$ cat config.mk
export PLATFORM = sky130hd
export DESIGN_NAME = add_accumulator_flat
export DESIGN_NICKNAME = d
export VERILOG_FILES = /design/src/rtl/add_accumulator_if.sv /design/src/rtl/add_accumulator.sv /design/src/flat_wrapper.sv
export SDC_FILE = /design/constraint.sdc
export NUM_CORES = 1
export LEC_CHECK = 0
export BUFFER_PORTS_ARGS = -buffer_cell sky130_fd_sc_hd__buf_2
export CAP_MARGIN = 20
export CORE_MARGIN = 2
export CORE_UTILIZATION = 57
export CTS_BUF_LIST = sky130_fd_sc_hd__clkbuf_4
export DETAILED_ROUTE_END_ITERATION = 6
export GPL_TIMING_DRIVEN = 0
export PLACE_DENSITY_LB_ADDON = 0.12
export SYNTH_ARGS = -nofsm -noshare
export SYNTH_HDL_FRONTEND = slang
export SYNTH_SLANG_ARGS = --single-unit
$ cat constraint.sdc
create_clock -name clock -period 3.15 [get_ports clock]
set_input_delay 0.1575 -clock clock [delete_from_list [all_inputs] [get_ports clock]]
set_output_delay 0.1575 -clock clock [all_outputs]
set_load 0.01 [all_outputs]
$ cat src/rtl/add_accumulator_if.sv
// Handshake bundle between the add stage, the window accumulator and its consumer.
// W is the sample width and N the window length; AW/CW follow from them.
interface add_accumulator_if #(
  parameter int W = 8,
  parameter int N = 4
);
  localparam int AW = W + $clog2(N);
  localparam int CW = $clog2(N + 1);

  logic          in_valid;
  logic          in_ready;
  logic [W-1:0]  in_data;
  logic          flush;
  logic          out_valid;
  logic          out_ready;
  logic [AW-1:0] out_data;
  logic [CW-1:0] out_count;

  modport master (
    output in_valid, in_data, flush, out_ready,
    input  in_ready, out_valid, out_data, out_count
  );

  modport slave (
    input  in_valid, in_data, flush, out_ready,
    output in_ready, out_valid, out_data, out_count
  );
endinterface

$ cat src/rtl/add_accumulator.sv
// Sums N consecutive samples into a widened total with an early-close flush.
// Define ACCUM_AVG_EN to report total >> $clog2(N) instead of the raw total.
module add_accumulator #(
  parameter int W = 8,
  parameter int N = 4
) (
  input  logic                clock,
  input  logic                reset_n,
  add_accumulator_if.slave    bus
);
  localparam int AW = W + $clog2(N);
  localparam int CW = $clog2(N + 1);
  localparam int SH = $clog2(N);

  generate
    if (N < 2) begin : g_bad_n
      $error("add_accumulator: N must be at least 2");
    end
`ifdef ACCUM_AVG_EN
    if ((1 << SH) != N) begin : g_bad_avg_n
      $error("add_accumulator: averaging needs N to be a power of two");
    end
`endif
  endgenerate

  logic [AW-1:0] acc_q, acc_d;
  logic [CW-1:0] cnt_q, cnt_d;
  logic          flush_pend_q, flush_pend_d;
  logic          out_valid_q, out_valid_d;
  logic [AW-1:0] out_data_q, out_data_d;
  logic [CW-1:0] out_count_q, out_count_d;

  logic          out_free;
  logic          in_ready;
  logic          in_xfer;
  logic          last_slot;
  logic          fire;
  logic [AW-1:0] sum;
  logic [AW-1:0] result;
  logic [CW-1:0] cnt_inc;

  assign bus.in_ready  = in_ready;
  assign bus.out_valid = out_valid_q;
  assign bus.out_data  = out_data_q;
  assign bus.out_count = out_count_q;

  // Handshake decode, window arithmetic and completion decision.
  always_comb begin
    out_free  = !out_valid_q || bus.out_ready;
    last_slot = (cnt_q == CW'(N - 1));
    // in_ready depends only on state and out_ready, never on in_valid.
    in_ready  = !flush_pend_q && !(last_slot && !out_free);
    in_xfer   = bus.in_valid && in_ready;
    if (in_xfer) begin
      sum = acc_q + AW'(bus.in_data);
    end else begin
      sum = acc_q;
    end
    cnt_inc = cnt_q + {{(CW - 1){1'b0}}, in_xfer};
`ifdef ACCUM_AVG_EN
    result = sum >> SH;
`else
    result = sum;
`endif
    // A flush only counts when there is at least one sample to report.
    fire = (in_xfer && last_slot) ||
           ((bus.flush || flush_pend_q) && ((cnt_q != {CW{1'b0}}) || in_xfer));

    acc_d        = acc_q;
    cnt_d        = cnt_q;
    flush_pend_d = flush_pend_q;
    out_valid_d  = out_valid_q;
    out_data_d   = out_data_q;
    out_count_d  = out_count_q;

    if (fire && out_free) begin
      acc_d        = {AW{1'b0}};
      cnt_d        = {CW{1'b0}};
      flush_pend_d = 1'b0;
      out_valid_d  = 1'b1;
      out_data_d   = result;
      out_count_d  = cnt_inc;
    end else begin
      if (in_xfer) begin
        acc_d = sum;
        cnt_d = cnt_inc;
      end else begin
        acc_d = acc_q;
        cnt_d = cnt_q;
      end
      // Only a flush can fire while the output is blocked; remember it.
      if (fire) begin
        flush_pend_d = 1'b1;
      end else begin
        flush_pend_d = flush_pend_q;
      end
      if (out_valid_q && bus.out_ready) begin
        out_valid_d = 1'b0;
      end else begin
        out_valid_d = out_valid_q;
      end
    end
  end

  // State and output registers.
  always_ff @(posedge clock or negedge reset_n) begin
    if (!reset_n) begin
      acc_q        <= {AW{1'b0}};
      cnt_q        <= {CW{1'b0}};
      flush_pend_q <= 1'b0;
      out_valid_q  <= 1'b0;
      out_data_q   <= {AW{1'b0}};
      out_count_q  <= {CW{1'b0}};
    end else begin
      acc_q        <= acc_d;
      cnt_q        <= cnt_d;
      flush_pend_q <= flush_pend_d;
      out_valid_q  <= out_valid_d;
      out_data_q   <= out_data_d;
      out_count_q  <= out_count_d;
    end
  end
endmodule

$ cat src/flat_wrapper.sv
// flat-port wrapper written by rule: the top's interface ports become plain ports
module add_accumulator_flat 
#(
  parameter int W = 8,
  parameter int N = 4
)
  (clock, reset_n, bus_in_valid, bus_in_data, bus_flush, bus_out_ready, bus_in_ready, bus_out_valid, bus_out_data, bus_out_count);
  add_accumulator_if #(.W(W), .N(N)) bus_i ();
  input  logic clock;
  input  logic reset_n;
  input wire logic [$bits(bus_i.in_valid)-1:0] bus_in_valid;
  input wire logic [$bits(bus_i.in_data)-1:0] bus_in_data;
  input wire logic [$bits(bus_i.flush)-1:0] bus_flush;
  input wire logic [$bits(bus_i.out_ready)-1:0] bus_out_ready;
  output wire logic [$bits(bus_i.in_ready)-1:0] bus_in_ready;
  output wire logic [$bits(bus_i.out_valid)-1:0] bus_out_valid;
  output wire logic [$bits(bus_i.out_data)-1:0] bus_out_data;
  output wire logic [$bits(bus_i.out_count)-1:0] bus_out_count;
  assign bus_i.in_valid = bus_in_valid;
  assign bus_i.in_data = bus_in_data;
  assign bus_i.flush = bus_flush;
  assign bus_i.out_ready = bus_out_ready;
  assign bus_in_ready = bus_i.in_ready;
  assign bus_out_valid = bus_i.out_valid;
  assign bus_out_data = bus_i.out_data;
  assign bus_out_count = bus_i.out_count;
  add_accumulator #(.W(W), .N(N)) u_core (.clock(clock), .reset_n(reset_n), .bus(bus_i));
endmodule
==> flow_metrics.tcl <==
set metrics [dict create \
    status "complete, no violations" \
    criticalPathCategory "reg2reg" \
    timing_hold_violations_final 0 \
    clock.fmax_mhz 414 \
    gp_congestion 0.797 \
    area_growth_pct 13.1 \
    grt_pass1_vias 1200 \
    fillers 222 \
    fin_skew_ns 0.00938 \
    dr_total_vias 1265 \
    yosysUniqueCellTypes 45 \
    clk-insertion-delay-late_ns 0.32 \
    peakVddDrop_v 0.000624 \
    port_buffers 27 \
    rsz0062_at_grt "no" \
    synth_top_cell_by_area "dfrtp_1" \
    h-tree-depth 1 \
    die_y_um 57.1 \
    finalWirelength_um 3170 \
    grt_max_degree 29 \
    nets 215 \
    finalMaxSlewViolations 0 \
    dieArea_um2 3250 \
    yosysMostFrequentCell "dfrtp_1" \
    worst_slew_pin_slew_ns 0.624 \
    p_per_area_nw_per_um2 947 \
    cp.required_ns 3.37 \
    post-cts-setup-buffers 0 \
    yosysWarningCount 0 \
    cts_buffer_depth 2 \
    dr.pass1.iters 4 \
    hold_class "in2reg" \
    grt_pass1_wl_um 5510 \
    synth_top_area_share_pct 43.7 \
    crit_path_max_fanout 3 \
    core-area_um2 2710 \
    num_rows 19 \
    synthArstFlopShare_pct 100 \
    post_route_cells_drive_above_1_share_pct 25.3 \
    hpwlAfterDp_um 2380 \
    grt_overflow_total 0 \
    critPathBufInv 0 \
    remaining_drc_errors 0 \
    synth_edf_count 0 \
    ys_seq_elements 28 \
    antenna_cells 0 \
    maxCapViolCount 0 \
    synth_nets 182 \
    layout_min_cycle_time_ns 2.42 \
    fp.dieW_um 57.1 \
    multiInputGateArea_um2 841 \
    syn_area_um2 1600 \
    clock-sinks 28 \
    cpPeakStageDelay_ns 0.44 \
    synth_ff_type "dfrtp_1" \
    setup_viol 0 \
    clk_pin_slew_ns 0.15 \
    netlist_top_cells_count "28 x dfrtp_1, 24 x nor2_1, 16 x a21oi_1" \
    regArea_um2 701 \
    antenna_found_initial 0 \
    p_leak_uw 0.000910 \
    syn_area_per_cell_um2 10.2 \
    start_kind "flop" \
    cts_resized 0 \
    path_cells "ha_1 -> fa_1 -> a211oi_1 -> o21bai_1 -> a21o_1 -> mux2i_1 -> a311o_1" \
    post-route-period-util_pct 76.7 \
    cts-root-buf "clkbuf_4" \
    cts_tree "done" \
    cpMaxStageDelayCell "fa_1" \
    synth_top_cells_by_area "dfrtp_1 44%, ha_1 7.8%, nor2_1 5.6%, a21oi_1 5.0%, mux2i_1 3.7%" \
    io_pins 28 \
    arrival_ns 2.63 \
    p_total_uw 1720 \
    initial_core_util_pct 59.2 \
    synth_cells 158 \
    crit_path_end_kind "flop" \
    path_delay_family "compound AO/OA/AOI/OAI gates" \
    yosysSeqAreaShare_pct 43.7 \
    wl_per_cell_um 14.4 \
    grt.total_usage_pct 21.5 \
    antenna_left 0 \
    finalSetupTns_ns 0 \
    numCtsBuffers 3 \
    vias_per_cell 5.72 \
    drt_iter0_drc 75 \
    relSlewSlack_pct 58.4 \
]
-- registers in the layout, indices dropped and copies added, names as in the netlist --
name	cells
u_core.bus.out_valid	1
u_core.bus.out_count	3
u_core.flush_pend_q	1
u_core.bus.out_data	10
u_core.acc_q	10
u_core.cnt_q	3
-- layout make-up --
class	count	area share, %
sequential	28	38.6
clock buffer	3	1.24
clock inverter	1	0.207
tap	31	2.14
timing repair buffer	28	8.00
buffer	6	2.41
multi-input combinational	119	46.3
inverter	5	1.03
-- cells in the final DEF (no fill, tap or decap), types with 2 or more instances in the layout --
master / count
buf_2: 29
nor2_1: 24
a21o_1: 5
a31oi_1: 5
xor2_1: 2
and2_2: 2
nand4b_1: 2
ha_1: 10
nand3_1: 2
and3_1: 2
mux2i_1: 6
mux2_2: 2
nand2_1: 8
dfrtp_1: 28
buf_1: 2
o21ai_0: 3
nor3_1: 4
a21oi_1: 16
a211oi_1: 2
xnor2_1: 3
clkbuf_4: 3
inv_1: 4
-- worst paths after layout --
path | start | slack (ns) | depth (start not counted) | endpoint
worst min register to register | u_core.bus.out_count[0] | 0.53 | 1 | u_core.bus.out_count[0]
max in group asynchronous | reset_n | 2.38 | 2 | u_core.bus.out_count[1]
worst max register to register | u_core.acc_q[0] | 0.73 | 7 | u_core.bus.out_data[6]
worst max-delay path | u_core.acc_q[0] | 0.73 | 7 | u_core.bus.out_data[6]
min in group asynchronous | reset_n | 0.36 | 2 | u_core.acc_q[4]
worst min-delay path | bus_flush | 0.15 | 3 | u_core.flush_pend_q
-- layer usage --
metal	share of wire [%]	vias up	global-route usage (%)	routed length, µm
li1	-	635	-	-
met1	51	608	33.1	1610
met2	46	20	32.2	1450
met3	2.9	2	2.72	93
met4	0.50	0	5.98	16
met5	0	-	0	0
-- worst register-to-register path, cell delays in order (launching register included) --
cell      delay (ns)
dfrtp_1         0.41
ha_1            0.21
fa_1            0.44
a211oi_1        0.41
o21bai_1        0.16
a21o_1          0.24
mux2i_1         0.13
a311o_1         0.32
-- kinds of logic (layout without fill, tap and decap cells) --
family,Yosys count,after routing,synth area share [%]
adders and majority gates,11,11,9.05
xor gates and xnor gates,6,6,3.74
muxes,8,8,5.15
DFF,28,28,43.7
AOI/OAI and AO/OA,42,42,18.7
buffers and inverters,11,43,3.90
and+or+nand+nor,52,52,15.8
-- per-stage QoR --
stage	setup slack [ns]	hold slack, ns	cells	area (µm²)	util, %
finish	0.733	0.145	221	1810	66.9
global route	0.613	0.160	221	1810	66.9
CTS	0.745	0.137	221	1810	66.9
detailed placement	0.787	0.213	216	1780	65.6
global placement	0.825	0.194	216	1780	65.6
floorplan	0.975	-0.138	158	1600	-
-- report_power, final --
group	switching [µW]	leakage, µW	total, µW	internal [µW]
combinational	535	0.000546	946	411
clock	101	0.0000154	148	46.4
sequential	106	0.000349	625	519
-- timing repair --
action / in CTS / in global routing
endpoints found under the hold margin: 28 / 0
setup endpoints to repair: 0 / 0
hold buffers: 1 / 0
Note: power is estimated with default switching activity, not from simulation.
